### src/rtl/otter_wb_arbiter_if.sv
// Bus bundle between the OTTER writeback arbiter and its requesters, hazard unit and register file.
`timescale 1ns/1ps
interface otter_wb_arbiter_if #(
  parameter int DATA_W = 32
);
  logic              pipe_we;
  logic [4:0]        pipe_wa;
  logic [DATA_W-1:0] pipe_wd;
  logic              pipe_stall;
  logic              late_valid;
  logic              late_ready;
  logic [4:0]        late_wa;
  logic [DATA_W-1:0] late_wd;
  logic [4:0]        q_adr;
  logic              q_pend;
  logic              rf_en;
  logic [4:0]        rf_wa;
  logic [DATA_W-1:0] rf_wd;

  modport slave (
    input  pipe_we, pipe_wa, pipe_wd, late_valid, late_wa, late_wd, q_adr,
    output pipe_stall, late_ready, q_pend, rf_en, rf_wa, rf_wd
  );

  modport master (
    output pipe_we, pipe_wa, pipe_wd, late_valid, late_wa, late_wd, q_adr,
    input  pipe_stall, late_ready, q_pend, rf_en, rf_wa, rf_wd
  );
endinterface

### src/rtl/otter_wb_arbiter.sv
// Merges in-order pipeline writebacks with buffered late results onto the single
// register-file write port, with starvation forcing and a pending-write query.
`timescale 1ns/1ps
module otter_wb_arbiter #(
  parameter int DEPTH        = 4,
  parameter int STARVE_LIMIT = 3,
  parameter int DATA_W       = 32
) (
  input  logic             clk,
  input  logic             rst,
  otter_wb_arbiter_if.slave bus
);

  localparam int PTR_W = $clog2(DEPTH);
  localparam int CNT_W = $clog2(DEPTH + 1);
  localparam int SC_W  = $clog2(STARVE_LIMIT + 1);
  localparam logic [CNT_W-1:0] DEPTH_C = CNT_W'(DEPTH);
  localparam logic [SC_W-1:0]  LIMIT_C = SC_W'(STARVE_LIMIT);

  logic [4:0]        fifo_wa [DEPTH];
  logic [DATA_W-1:0] fifo_wd [DEPTH];
  logic [PTR_W-1:0]  rd_ptr;
  logic [PTR_W-1:0]  wr_ptr;
  logic [CNT_W-1:0]  count;
  logic [SC_W-1:0]   starve_cnt;

  logic empty, full, pipe_req, force_head, pop, push, pipe_win;
  logic fifo_hit;
  logic [PTR_W-1:0] off;

  always_comb begin
    empty      = (count == '0);
    full       = (count == DEPTH_C);
    pipe_req   = bus.pipe_we && (bus.pipe_wa != 5'd0);
    force_head = !empty && (starve_cnt == LIMIT_C);
    pop        = force_head || (!pipe_req && !empty);
    pipe_win   = pipe_req && !force_head;
    // x0 results are handshaken but never stored
    push       = bus.late_valid && !full && (bus.late_wa != 5'd0);
  end

  assign bus.late_ready = !full;
  assign bus.pipe_stall = pipe_req && force_head;

  // An entry is live when its distance from the read pointer is below count.
  always_comb begin
    fifo_hit = 1'b0;
    off      = '0;
    for (int i = 0; i < DEPTH; i++) begin
      off = PTR_W'(i) - rd_ptr;
      if ((CNT_W'(off) < count) && (fifo_wa[i] == bus.q_adr)) fifo_hit = 1'b1;
    end
  end

  assign bus.q_pend = (bus.q_adr != 5'd0) &&
                      (fifo_hit || (bus.rf_en && (bus.rf_wa == bus.q_adr)));

  always_ff @(posedge clk) begin
    if (push) begin
      fifo_wa[wr_ptr] <= bus.late_wa;
      fifo_wd[wr_ptr] <= bus.late_wd;
    end
  end

  // Output register stage: winner is presented one cycle after arbitration.
  always_ff @(posedge clk) begin
    if (rst) begin
      rd_ptr     <= '0;
      wr_ptr     <= '0;
      count      <= '0;
      starve_cnt <= '0;
      bus.rf_en  <= 1'b0;
      bus.rf_wa  <= '0;
      bus.rf_wd  <= '0;
    end else begin
      if (push) wr_ptr <= wr_ptr + PTR_W'(1);
      if (pop)  rd_ptr <= rd_ptr + PTR_W'(1);
      if (push && !pop)      count <= count + CNT_W'(1);
      else if (pop && !push) count <= count - CNT_W'(1);

      if (pop || empty)
        starve_cnt <= '0;
      else if (pipe_win && (starve_cnt != LIMIT_C))
        starve_cnt <= starve_cnt + SC_W'(1);

      if (pop) begin
        bus.rf_en <= 1'b1;
        bus.rf_wa <= fifo_wa[rd_ptr];
        bus.rf_wd <= fifo_wd[rd_ptr];
      end else if (pipe_win) begin
        bus.rf_en <= 1'b1;
        bus.rf_wa <= bus.pipe_wa;
        bus.rf_wd <= bus.pipe_wd;
      end else begin
        bus.rf_en <= 1'b0;
      end
    end
  end

endmodule

### src/flat_wrapper.sv
// flat-port wrapper written by rule: the top's interface ports become plain ports
module otter_wb_arbiter_flat 
#(
  parameter int DEPTH        = 4,
  parameter int STARVE_LIMIT = 3,
  parameter int DATA_W       = 32
)
  (clk, rst, bus_pipe_we, bus_pipe_wa, bus_pipe_wd, bus_late_valid, bus_late_wa, bus_late_wd, bus_q_adr, bus_pipe_stall, bus_late_ready, bus_q_pend, bus_rf_en, bus_rf_wa, bus_rf_wd);
  otter_wb_arbiter_if #(.DATA_W(DATA_W)) bus_i ();
  input  logic clk;
  input  logic rst;
  input wire logic [$bits(bus_i.pipe_we)-1:0] bus_pipe_we;
  input wire logic [$bits(bus_i.pipe_wa)-1:0] bus_pipe_wa;
  input wire logic [$bits(bus_i.pipe_wd)-1:0] bus_pipe_wd;
  input wire logic [$bits(bus_i.late_valid)-1:0] bus_late_valid;
  input wire logic [$bits(bus_i.late_wa)-1:0] bus_late_wa;
  input wire logic [$bits(bus_i.late_wd)-1:0] bus_late_wd;
  input wire logic [$bits(bus_i.q_adr)-1:0] bus_q_adr;
  output wire logic [$bits(bus_i.pipe_stall)-1:0] bus_pipe_stall;
  output wire logic [$bits(bus_i.late_ready)-1:0] bus_late_ready;
  output wire logic [$bits(bus_i.q_pend)-1:0] bus_q_pend;
  output wire logic [$bits(bus_i.rf_en)-1:0] bus_rf_en;
  output wire logic [$bits(bus_i.rf_wa)-1:0] bus_rf_wa;
  output wire logic [$bits(bus_i.rf_wd)-1:0] bus_rf_wd;
  assign bus_i.pipe_we = bus_pipe_we;
  assign bus_i.pipe_wa = bus_pipe_wa;
  assign bus_i.pipe_wd = bus_pipe_wd;
  assign bus_i.late_valid = bus_late_valid;
  assign bus_i.late_wa = bus_late_wa;
  assign bus_i.late_wd = bus_late_wd;
  assign bus_i.q_adr = bus_q_adr;
  assign bus_pipe_stall = bus_i.pipe_stall;
  assign bus_late_ready = bus_i.late_ready;
  assign bus_q_pend = bus_i.q_pend;
  assign bus_rf_en = bus_i.rf_en;
  assign bus_rf_wa = bus_i.rf_wa;
  assign bus_rf_wd = bus_i.rf_wd;
  otter_wb_arbiter #(.DEPTH(DEPTH), .STARVE_LIMIT(STARVE_LIMIT), .DATA_W(DATA_W)) u_core (.clk(clk), .rst(rst), .bus(bus_i));
endmodule
### config.mk
export PLATFORM = sky130hd
export DESIGN_NAME = otter_wb_arbiter_flat
export DESIGN_NICKNAME = d
export VERILOG_FILES = /design/src/rtl/otter_wb_arbiter_if.sv /design/src/rtl/otter_wb_arbiter.sv /design/src/flat_wrapper.sv
export SDC_FILE = /design/constraint.sdc
export NUM_CORES = 1
export LEC_CHECK = 0
export CORE_MARGIN = 5
export CORE_UTILIZATION = 55
export CTS_CLUSTER_SIZE = 28
export DETAILED_ROUTE_END_ITERATION = 7
export PLACE_DENSITY = 0.92
export SKIP_LAST_GASP = 1
export SLEW_MARGIN = 20
export SYNTH_ARGS = -nofsm -noshare
export SYNTH_HDL_FRONTEND = slang
export SYNTH_SLANG_ARGS = --single-unit
### constraint.sdc
create_clock -name clk -period 6.8 [get_ports clk]
set_input_delay 0.68 -clock clk [delete_from_list [all_inputs] [get_ports clk]]
set_output_delay 0.68 -clock clk [all_outputs]
set_load 0.01 [all_outputs]
==> summary.md, run 1 <==
| Metric | Value |
|---|---|
| WP data arrival | `3.96 ns` |
| Die height | `130 µm` |
| Area grow syn2layout | `23.5%` |
| Gpl congestion | `0.843` |
| Share of the synthesized area in the top cell type | `0.558` |
| DP Wirelength | `10.8 mm` |
| Hold WC Path Type | `flip-flop to flip-flop` |
| DRT Pass-1 Iters | `5` |
| PostCTS Resize Cnt | `0` |
| DP Worst Slack | `2.71 ns` |
| Met1 GRT Util | `0.253` |
| Critical path peak fanout | `25` |
| Setup slack after layout | `3.18 ns` |
| Outcome | `completed` |
| Cell repeated most along the worst path | `inv_1` |
| Grt ovf | `0` |
| Syn Std Cell Area | `0.00796 mm²` |
| Initial core utilization | `0.554` |
| Clock power share | `0.276` |
| First-pass GRT wire length | `25.9 mm` |
| Num ports | `124` |
| Internal | `2520 µW` |
| Yosys reg bits | `197` |
| Die X | `130 µm` |
| Synthesized Nets | `537` |
| Vias in the first global route | `4750` |
| Warnings, synthesis | `0` |
| Ant diodes | `0` |
| Worst Setup Start Kind | `input pin` |
| Slew HR | `0.227` |
| Leakage power | `0.00323 µW` |
| Final Power | `3550 µW` |
| Detailed-route DRC error count | `0` |
| Antenna violations before repair | `0` |
| Core area | `0.0144 mm²` |
| Synth cell types | `43` |
| Via density | `5.77` |
| Largest net degree at the start of global routing | `38` |
| Total CTS buffers | `17` |
| Worst path max stage delay | `0.56 ns` |
| Final Skew | `0.00946 ns` |
| FP Rows | `44` |
| Async set or reset register ratio after synthesis | `0` |
| RSZ-0062 raised after global routing | `no` |
| Clock period minus worst slack | `3.62 ns` |
| Setup crit end kind | `flip-flop` |
| CTS Buffer Depth | `2` |
| Hold_buf cts | `0` |
| Routed length per instance | `22.2 µm` |
| Ys flop type | `edfxtp_1` |
| Mapped Avg Cell Area | `18.0 µm²` |
| Root Buffer | `clkbuf_16` |
| Slew Viols, Final | `0` |
| Slew @ Worst Pin | `1.16 ns` |
| Layout cells sized above 1 | `0.156` |
| # Post-CTS Setup Buffers | `0` |
| Final Hold Fails | `0` |
| Most common cell in the netlist | `edfxtp_1` |
| Seq pwr share | `0.456` |
| Sequential element share of the synthesized area | `0.681` |
| Achievable Freq | `276 MHz` |
| H-tree levels | `4` |
| Post-synth EDFFs | `148` |
| Synth top area cells | `edfxtp_1 56%, dfxtp_1 12%, mux4_2 10%` |
| Final setup viols | `0` |
| ANT nets after route | `0` |
| Crit-path cells | `clkdlybuf4s50_1, or4_4, o21ai_4, o21a_2, buf_4, inv_1, ha_1, inv_1, fa_1, xor2_1, or3_1, a21oi_1` |
| Clk slew on worst S/H paths | `0.07 ns` |
| Full die area | `0.0170 mm²` |
| DRT iter0 DRCs | `326` |
| Most Used Layer, Global Route | `met2` |
| TNS Setup | `0 ns` |
| CP Data Required Time | `7.14 ns` |
| Port-buffer cells | `123` |
| Max-cap violation count | `0` |
| Final net count | `652` |
| Grt met3 use | `0.0479` |
| NetSw | `1030 µW` |
| Power share of the combinational group | `0.268` |
| Vias | `4355` |
| Largest area contributor in the netlist | `edfxtp_1` |
| Worst skew pair latency | `0.43 ns` |
| Critical path class | `input pin to flip-flop` |
| Routed WL | `16.8 mm` |
| Switching Fraction | `0.291` |
| Top cells by count, synth | `148 x edfxtp_1, 49 x dfxtp_1, 37 x mux4_2, 30 x o2bb2ai_1, 27 x mux2i_1` |
| Grt met2 use | `0.359` |
| Total GRT Usage | `0.205` |
| Final worst-path cycle share | `0.532` |
| CP max-delay cell | `or4_4` |
| Sink Count | `197` |
| Peak supply drop | `213 µV` |
| TritonCTS clock tree | `yes` |
| Synthesized instance count | `443` |
| PD cells | `361 mW/mm²` |
-- path summary, 6_finish.rpt --
check                                          from                           endpoint  slack, ns  depth (start not counted)
setup / recovery                     bus_pipe_wa[1]       u_core.count[2]$_SDFFE_PP0P_       3.18                         12
hold / removal    u_core.starve_cnt[0]$_SDFFE_PP0P_  u_core.starve_cnt[0]$_SDFFE_PP0P_       0.43                          1
setup reg to reg       u_core.count[2]$_SDFFE_PP0P_       u_core.count[2]$_SDFFE_PP0P_       3.86                         10
hold reg to reg   u_core.starve_cnt[0]$_SDFFE_PP0P_  u_core.starve_cnt[0]$_SDFFE_PP0P_       0.43                          1
-- placed cells by master (no fill, tap or decap), types with 3 or more instances in the layout --
cell	netlist	layout
edfxtp_1	148	148
clkdlybuf4s50_1	0	123
dfxtp_1	49	47
mux4_2	37	37
o2bb2ai_1	30	30
mux2i_1	27	27
xnor2_1	17	17
clkbuf_16	0	17
xor2_1	13	13
a22oi_1	12	12
inv_1	10	10
nor2_1	10	10
ha_1	10	10
a21oi_1	7	7
o2bb2ai_2	7	7
and2_2	0	4
inv_6	0	4
clkinv_4	0	3
buf_4	4	3
-- sequential cells by signal, indices dropped and copies added (netlist names), named ones only --
register	flops
u_core.rd_ptr	2
u_core.bus.rf_en	1
u_core.wr_ptr	2
u_core.count	3
u_core.fifo_wa	20
u_core.starve_cnt	2
u_core.fifo_wd	128
u_core.bus.rf_wa	5
u_core.bus.rf_wd	32
-- critical path: cells and delay by family --
family	cells	cell delay, ns
buffers and inverters	4	1.05
AND/OR/NAND/NOR	2	0.86
adder cells (fa/ha/maj)	2	0.40
AO/OA/AOI/OAI	3	0.89
XOR/XNOR	1	0.08
-- through the flow --
| stage | std cells | instance area [µm²] | hold WS (ns) | utilization |
|---|---|---|---|---|
| 2_1_floorplan | 443 | 7960 | 0.396 | - |
| 3_3_place_gp | 723 | 9260 | 0.402 | 0.644 |
| 3_5_place_dp | 723 | 9260 | 0.416 | 0.644 |
| 4_1_cts | 755 | 9840 | 0.429 | 0.685 |
| 5_1_grt | 755 | 9840 | 0.457 | 0.685 |
| 6_report | 755 | 9840 | 0.426 | 0.685 |
-- cell families after synthesis --
kind of cell,share of synthesized area
flops,0.681
compound gates,0.0743
xor+xnor,0.0330
simple gates,0.0248
fa+ha+maj,0.0182
buf+inv,0.0299
mux,0.139
-- per-layer routing --
layer | part of all wire | wire length, µm
met5 | 0 | 0
met4 | 0.015 | 244
met3 | 0.068 | 1140
met2 | 0.54 | 9070
met1 | 0.38 | 6330
-- power groups by stage --
stage,Combinational [µW],Clock [µW],Sequential (µW)
floorplan,678,0,1600
global placement,927,0,1630
detailed placement,959,0,1650
CTS,967,991,1620
global route,1030,1050,1640
finish,953,979,1620
-- layout make-up --
| type | instances | area, µm² |
|---|---|---|
| tap | 184 | 230 |
| sequential | 197 | 5430 |
| timing repair buffer | 126 | 1250 |
| clock inverter | 14 | 150 |
| inverter | 10 | 37.5 |
| fill | 921 | 4530 |
| clock buffer | 18 | 429 |
| multi-input combinational | 206 | 2310 |
(Power assumes the default switching activity.)
==> run 2: changes to the inputs <==
CORE_UTILIZATION = 54   (was 55)
PLACE_DENSITY = 0.91   (was 0.92)
clock period = 3.8 ns   (was 6.8 ns; I/O delays follow)
==> run 2 against run 1 <==
Setup slack got worse by 2.4 ns. Wire length decreased by 2.3%. Sequential share of layout area is 0.15 points lower. Sequential cell count did not move. Design area is 0.28% higher. Critical endpoint is now bus_q_pend. Largest cell class unchanged. Highest routed layer is now met5.
==> summary.md, run 2 (synthesized netlist as in run 1, its figures left out) <==
| Metric | Value |
|---|---|
| Vias | `4403 (+1.1%)` |
| Hold_buf cts | `0 (unchanged)` |
| CP startpoint | `u_core.count[1]$_SDFFE_PP0P_` |
| Num ports | `124 (unchanged)` |
| R2R cell count | `9 (-1)` |
| DRT iter0 DRCs | `303 (-7.1%)` |
| Via density | `5.82 (+0.84%)` |
| NetSw | `1870 µW (+81%)` |
| Gpl congestion | `0.862 (+2.2%)` |
| Full die area | `0.0173 mm² (+1.7%)` |
| Die X | `131 µm (+0.85%)` |
| Total GRT Usage | `0.195 (-0.00963)` |
| Vias in the first global route | `4798 (+1.0%)` |
| Root Buffer | `clkbuf_16` |
| Achievable Freq | `330 MHz` |
| Final worst-path cycle share | `0.798` |
| Final Hold Fails | `0 (unchanged)` |
| Antenna violations before repair | `1 (+1)` |
| ANT nets after route | `0 (unchanged)` |
| CP max-delay cell | `clkdlybuf4s50_1` |
| DP Wirelength | `10.7 mm (-1.0%)` |
| Worst Setup Start Kind | `flip-flop` |
| Hold WC Path Type | `flip-flop to flip-flop` |
| Critical path peak fanout | `6 (-76%)` |
| Register with the most flip-flops | `u_core.fifo_wd` |
| Largest net degree at the start of global routing | `41 (+7.9%)` |
| Switching Fraction | `0.295 (+0.00382)` |
| Leakage power | `0.00325 µW (+0.47%)` |
| Routed WL | `16.4 mm (-2.3%)` |
| Final Skew | `0.00818 ns (-0.00129 ns)` |
| DRT Pass-1 Iters | `5 (unchanged)` |
| Slew Viols, Final | `0 (unchanged)` |
| TNS Setup | `0 ns (unchanged)` |
| Clock power share | `0.276 (about the same)` |
| Worst path max stage delay | `0.55 ns (about the same)` |
| Grt ovf | `0 (unchanged)` |
| Initial core utilization | `0.550 (-0.00421)` |
| Outcome | `completed` |
| Routed length per instance | `21.7 µm (-2.5%)` |
| Critical path class | `flip-flop to output port` |
| WP data arrival | `2.65 ns (-1.31 ns)` |
| Sink Count | `197 (unchanged)` |
| Slew HR | `0.265 (+0.0377)` |
| Largest regs | `u_core.fifo_wd (128), u_core.bus.rf_wd (32), u_core.fifo_wa (20)` |
| Crit. path cell count | `7 (-5)` |
| Setup crit end kind | `output port` |
| Internal | `4490 µW (+78%)` |
| Peak supply drop | `376 µV (+76%)` |
| Commonest non-fill, non-tap cell in the layout | `edfxtp_1` |
| Ant diodes | `0 (unchanged)` |
| CTS Buffer Depth | `2 (unchanged)` |
| H-tree levels | `4 (unchanged)` |
| Worst R2R End | `u_core.count[2]$_SDFFE_PP0P_` |
| Worst skew pair latency | `0.43 ns (about the same)` |
| Seq pwr share | `0.457 (about the same)` |
| Clk slew on worst S/H paths | `0.07 ns (about the same)` |
| Final setup viols | `0 (unchanged)` |
| Crit path max-delay family | `buffers and inverters` |
| Power share of the combinational group | `0.267 (about the same)` |
| FP Rows | `44 (unchanged)` |
| Core area | `0.0145 mm² (+0.77%)` |
| Max-cap violation count | `0 (unchanged)` |
| Worst r2r src | `u_core.count[0]$_SDFFE_PP0P_` |
| CP Data Required Time | `3.42 ns (-3.72 ns)` |
| Most frequent cells in the layout | `148 x edfxtp_1, 123 x clkdlybuf4s50_1, 47 x dfxtp_1, 37 x mux4_2, 30 x o2bb2ai_1` |
| Max reg flops | `128 (unchanged)` |
| # Post-CTS Setup Buffers | `0 (unchanged)` |
| CP Capture Point | `bus_q_pend` |
| RSZ-0062 raised after global routing | `no` |
| Hold Path Origin | `u_core.starve_cnt[0]$_SDFFE_PP0P_` |
| PD cells | `645 mW/mm² (+79%)` |
| CP Buf/Inv Count | `3 (-1)` |
| Detailed-route DRC error count | `0 (unchanged)` |
| Clock period minus worst slack | `3.03 ns` |
| TritonCTS clock tree | `yes` |
| Setup slack, reg-to-reg | `1.39 ns (-2.47 ns)` |
| FILL cells | `929 (+0.87%)` |
| Cell repeated most along the worst path | `inv_1` |
| Layout cells sized above 1 | `0.162 (+0.00644)` |
| Crit-path cells | `inv_1, ha_1, inv_1, a2111oi_0, a311oi_1, a21oi_1, clkdlybuf4s50_1` |
| First-pass GRT wire length | `26.2 mm (+1.3%)` |
| Slew @ Worst Pin | `1.10 ns (-0.0538 ns)` |
| Final net count | `654 (+0.31%)` |
| Area grow syn2layout | `23.8%` |
| Die height | `131 µm (+0.85%)` |
| PostCTS Resize Cnt | `0 (unchanged)` |
| Port-buffer cells | `123 (unchanged)` |
| Core Util, Final | `0.681 (-0.00331)` |
| Total CTS buffers | `17 (unchanged)` |
==> run 2: area by class of cell <==
class	instances	area [µm²]	share of cell area
clock inverters	14	140	0.0142
repair buffers	128	1280	0.130
clock buffers	18	439	0.0445
well taps	184	230	0.0233
multi-input cells	206	2310	0.234
inverters	10	37.5	0.00381
flip-flops and latches	197	5430	0.550
==> run 2: layer usage <==
layer,GRT usage,wire length [µm],vias up
met2,0.333,8690,165
met1,0.239,6310,2210
li1,-,-,1999
met4,0.0777,307,2
met5,0,11,-
met3,0.0512,1080,27
==> run 2: worst min-delay path by stage <==
stage	slack, ns	cells past startpoint	end
3_3_place_gp	0.40	1	u_core.starve_cnt[0]$_SDFFE_PP0P_
4_1_cts	0.42	1	u_core.starve_cnt[0]$_SDFFE_PP0P_
3_5_place_dp	0.41	1	u_core.starve_cnt[0]$_SDFFE_PP0P_
2_1_floorplan	0.40	1	u_core.starve_cnt[0]$_SDFFE_PP0P_
6_report	0.42	1	u_core.starve_cnt[0]$_SDFFE_PP0P_
5_1_grt	0.46	1	u_core.starve_cnt[0]$_SDFFE_PP0P_
==> run 2: power by group through the flow <==
stage / logic (µW) / registers, µW / clock network [µW]
after floorplan: 1210 / 2860 / 0
final: 1700 / 2910 / 1750
after global routing: 1850 / 2960 / 1880
after global placement: 1650 / 2930 / 0
after CTS: 1730 / 2920 / 1780
after detailed placement: 1720 / 2960 / 0
==> run 2: through the flow <==
step / total power (µW) / instances / hold WS (ns) / cell area (µm²) / worst slack (ns)
final: 6360 / 757 / 0.418 / 9860 / 0.768
after global routing: 6680 / 757 / 0.457 / 9860 / 0.456
after CTS: 6430 / 757 / 0.421 / 9860 / 0.770
after detailed placement: 4680 / 725 / 0.411 / 9280 / 0.894
after global placement: 4580 / 725 / 0.404 / 9280 / 1.04
after floorplan: 4080 / 443 / 0.396 / 7960 / 1.31
==> run 3: changes to the inputs <==
clock period = 3.1 ns   (was 3.8 ns; I/O delays follow)
==> run 3 against run 2 <==
First-iteration DRC count fell by 4.3%. Wire length rose by 2.2%. Utilization rose by 0.52 points. Design area rose by 0.76%. Worst hold slack improved by 0.0012 ns. Critical path depth rose by 1. Critical path type unchanged.
==> summary.md, run 3 (synthesized netlist as in run 1, its figures left out) <==
| Metric | Value |
|---|---|
| Routed WL | `16.8 mm (+2.2%)` |
| Vias in the first global route | `4767 (-0.65%)` |
| DP Worst Slack | `0.284 ns (-0.610 ns)` |
| Routed length per instance | `22.0 µm (+1.6%)` |
| Antenna violations before repair | `1 (unchanged)` |
| FILL cells | `917 (-1.3%)` |
| Hold WC Path Type | `flip-flop to flip-flop` |
| Root Buffer | `clkbuf_16` |
| CTS Buffer Depth | `2 (unchanged)` |
| Peak supply drop | `482 µV (+28%)` |
| Outcome | `completed` |
| Cell repeated most along the worst path | `a21oi_1` |
| Worst skew pair latency | `0.43 ns (about the same)` |
| Gpl congestion | `0.877 (+1.8%)` |
| Grt ovf | `0 (unchanged)` |
| Slew Viols, Final | `0 (unchanged)` |
| DRT iter0 DRCs | `290 (-4.3%)` |
| Full die area | `0.0173 mm² (unchanged)` |
| Die X | `131 µm (unchanged)` |
| PD cells | `798 mW/mm² (+24%)` |
| Ant diodes | `0 (unchanged)` |
| Port-buffer cells | `123 (unchanged)` |
| Largest regs | `u_core.fifo_wd (128), u_core.bus.rf_wd (32), u_core.fifo_wa (20)` |
| Met2 Wirelength | `8.72 mm (+0.31%)` |
| TritonCTS clock tree | `yes` |
| Core Util, Final | `0.686 (+0.00518)` |
| Num ports | `124 (unchanged)` |
| WL met1 | `6.83 mm (+8.3%)` |
| Largest net degree at the start of global routing | `41 (unchanged)` |
| Crit path max-delay family | `compound AO/OA/AOI/OAI gates` |
| Setup crit end kind | `output port` |
| Leakage power | `0.00330 µW (+1.7%)` |
| Detailed-route DRC error count | `0 (unchanged)` |
| Vias | `4413 (+0.23%)` |
| Crit-path cells | `xnor2_2, inv_1, ha_1, a21oi_1, o2111ai_1, o31a_1, a21oi_1, clkdlybuf4s50_1` |
| Die height | `131 µm (unchanged)` |
| Top sig layer | `met5` |
| Final Skew | `0.0174 ns (+0.00924 ns)` |
| Clk slew on worst S/H paths | `0.07 ns (about the same)` |
| Layout cells sized above 1 | `0.175 (+0.0124)` |
| Via density | `5.79 (-0.43%)` |
| WP data arrival | `2.57 ns (-0.08 ns)` |
| FF/Latch Area | `0.00543 mm² (about the same)` |
| Final worst-path cycle share | `0.928` |
| Met3 routed wirelength | `923 µm (-15%)` |
| CP max-delay cell | `clkdlybuf4s50_1` |
| Final Hold Fails | `0 (unchanged)` |
| First-pass GRT wire length | `26.6 mm (+1.3%)` |
| FP Rows | `44 (unchanged)` |
| Worst path max stage delay | `0.55 ns (about the same)` |
| Final net count | `659 (+0.76%)` |
| Achievable Freq | `348 MHz` |
| Max reg flops | `128 (unchanged)` |
| Commonest non-fill, non-tap cell in the layout | `edfxtp_1` |
| RSZ-0062 raised after global routing | `no` |
| DP Wirelength | `10.8 mm (+1.1%)` |
| Critical path class | `flip-flop to output port` |
| Sink Count | `197 (unchanged)` |
| Area of the multi-input gates | `0.00232 mm² (+0.43%)` |
| Max-cap violation count | `0 (unchanged)` |
| Slew HR | `0.290 (+0.0249)` |
| H-tree levels | `4 (unchanged)` |
| CP Data Required Time | `2.79 ns (-0.63 ns)` |
| Total GRT Usage | `0.199 (+0.00360)` |
| Total CTS buffers | `17 (unchanged)` |
| Final setup viols | `0 (unchanged)` |
| Area grow syn2layout | `24.8%` |
| DRT Pass-1 Iters | `5 (unchanged)` |
| Critical path peak fanout | `6 (unchanged)` |
| Clock period minus worst slack | `2.88 ns` |
| Initial core utilization | `0.550 (unchanged)` |
| Core area | `0.0145 mm² (unchanged)` |
| Slew @ Worst Pin | `1.07 ns (-0.0373 ns)` |
| TNS Setup | `0 ns (unchanged)` |
| Setup slack after layout | `0.223 ns (-0.545 ns)` |
| Worst Setup Start Kind | `flip-flop` |
| Register with the most flip-flops | `u_core.fifo_wd` |
| Most frequent cells in the layout | `148 x edfxtp_1, 123 x clkdlybuf4s50_1, 45 x dfxtp_1, 37 x mux4_2, 30 x o2bb2ai_1` |
| CP Buf/Inv Count | `2 (-1)` |
| ANT nets after route | `0 (unchanged)` |
-- run 3: cell count changes in the layout (fill, tap and decap cells not counted), moves of 2 or more --
cell	change
a2111oi_0	-2
a2111oi_1	+2
buf_4	+6
bufinv_16	+2
clkbuf_8	+2
clkinv_2	+4
clkinvlp_4	-2
dfxtp_1	-2
dfxtp_2	+2
inv_6	-6
-- run 3: layout make-up --
class / count / share of cell area
clock buffer: 20 / 0.0470
clock inverter: 12 / 0.0151
inverter: 10 / 0.00378
multi-input combinational: 206 / 0.233
sequential: 197 / 0.546
tap: 184 / 0.0232
timing repair buffer: 133 / 0.131
-- run 3: final timing paths --
check                                         start                                end  slack [ns]  cells after the start
setup / recovery      u_core.rd_ptr[0]$_SDFFE_PP0N_                         bus_q_pend        0.22                      8
setup reg to reg       u_core.count[0]$_SDFFE_PP0P_       u_core.count[2]$_SDFFE_PP0P_        0.73                      9
hold / removal    u_core.starve_cnt[0]$_SDFFE_PP0P_  u_core.starve_cnt[0]$_SDFFE_PP0P_        0.42                      1
hold reg to reg   u_core.starve_cnt[0]$_SDFFE_PP0P_  u_core.starve_cnt[0]$_SDFFE_PP0P_        0.42                      1
-- run 3: repair_timing --
item	CTS	global route
setup endpoints to repair	0	1
gates resized for setup	0	5
buffers inserted	0	0
hold buffers	0	0
-- run 3: metrics by stage --
| stage | power, µW | cell area, µm² | std cells | hold slack [ns] |
|---|---|---|---|---|
| after global placement | 5620 | 9310 | 730 | 0.404 |
| after global routing | 8320 | 9940 | 762 | 0.439 |
| final | 7930 | 9940 | 762 | 0.419 |
| after detailed placement | 5720 | 9310 | 730 | 0.420 |
| after floorplan | 5000 | 7960 | 443 | 0.396 |
| after CTS | 7980 | 9930 | 762 | 0.430 |
-- run 3: where the power goes --
part | total, µW | internal, µW | switching (µW)
registers | 3520 | 3260 | 258
clock network | 2260 | 1330 | 923
logic | 2160 | 1100 | 1060
-- run 3: routing by layer --
layer | GRT usage | up-vias
met5 | 0 | -
met4 | 0.0577 | 2
met3 | 0.0593 | 30
met2 | 0.331 | 155
met1 | 0.256 | 2217
li1 | - | 2009
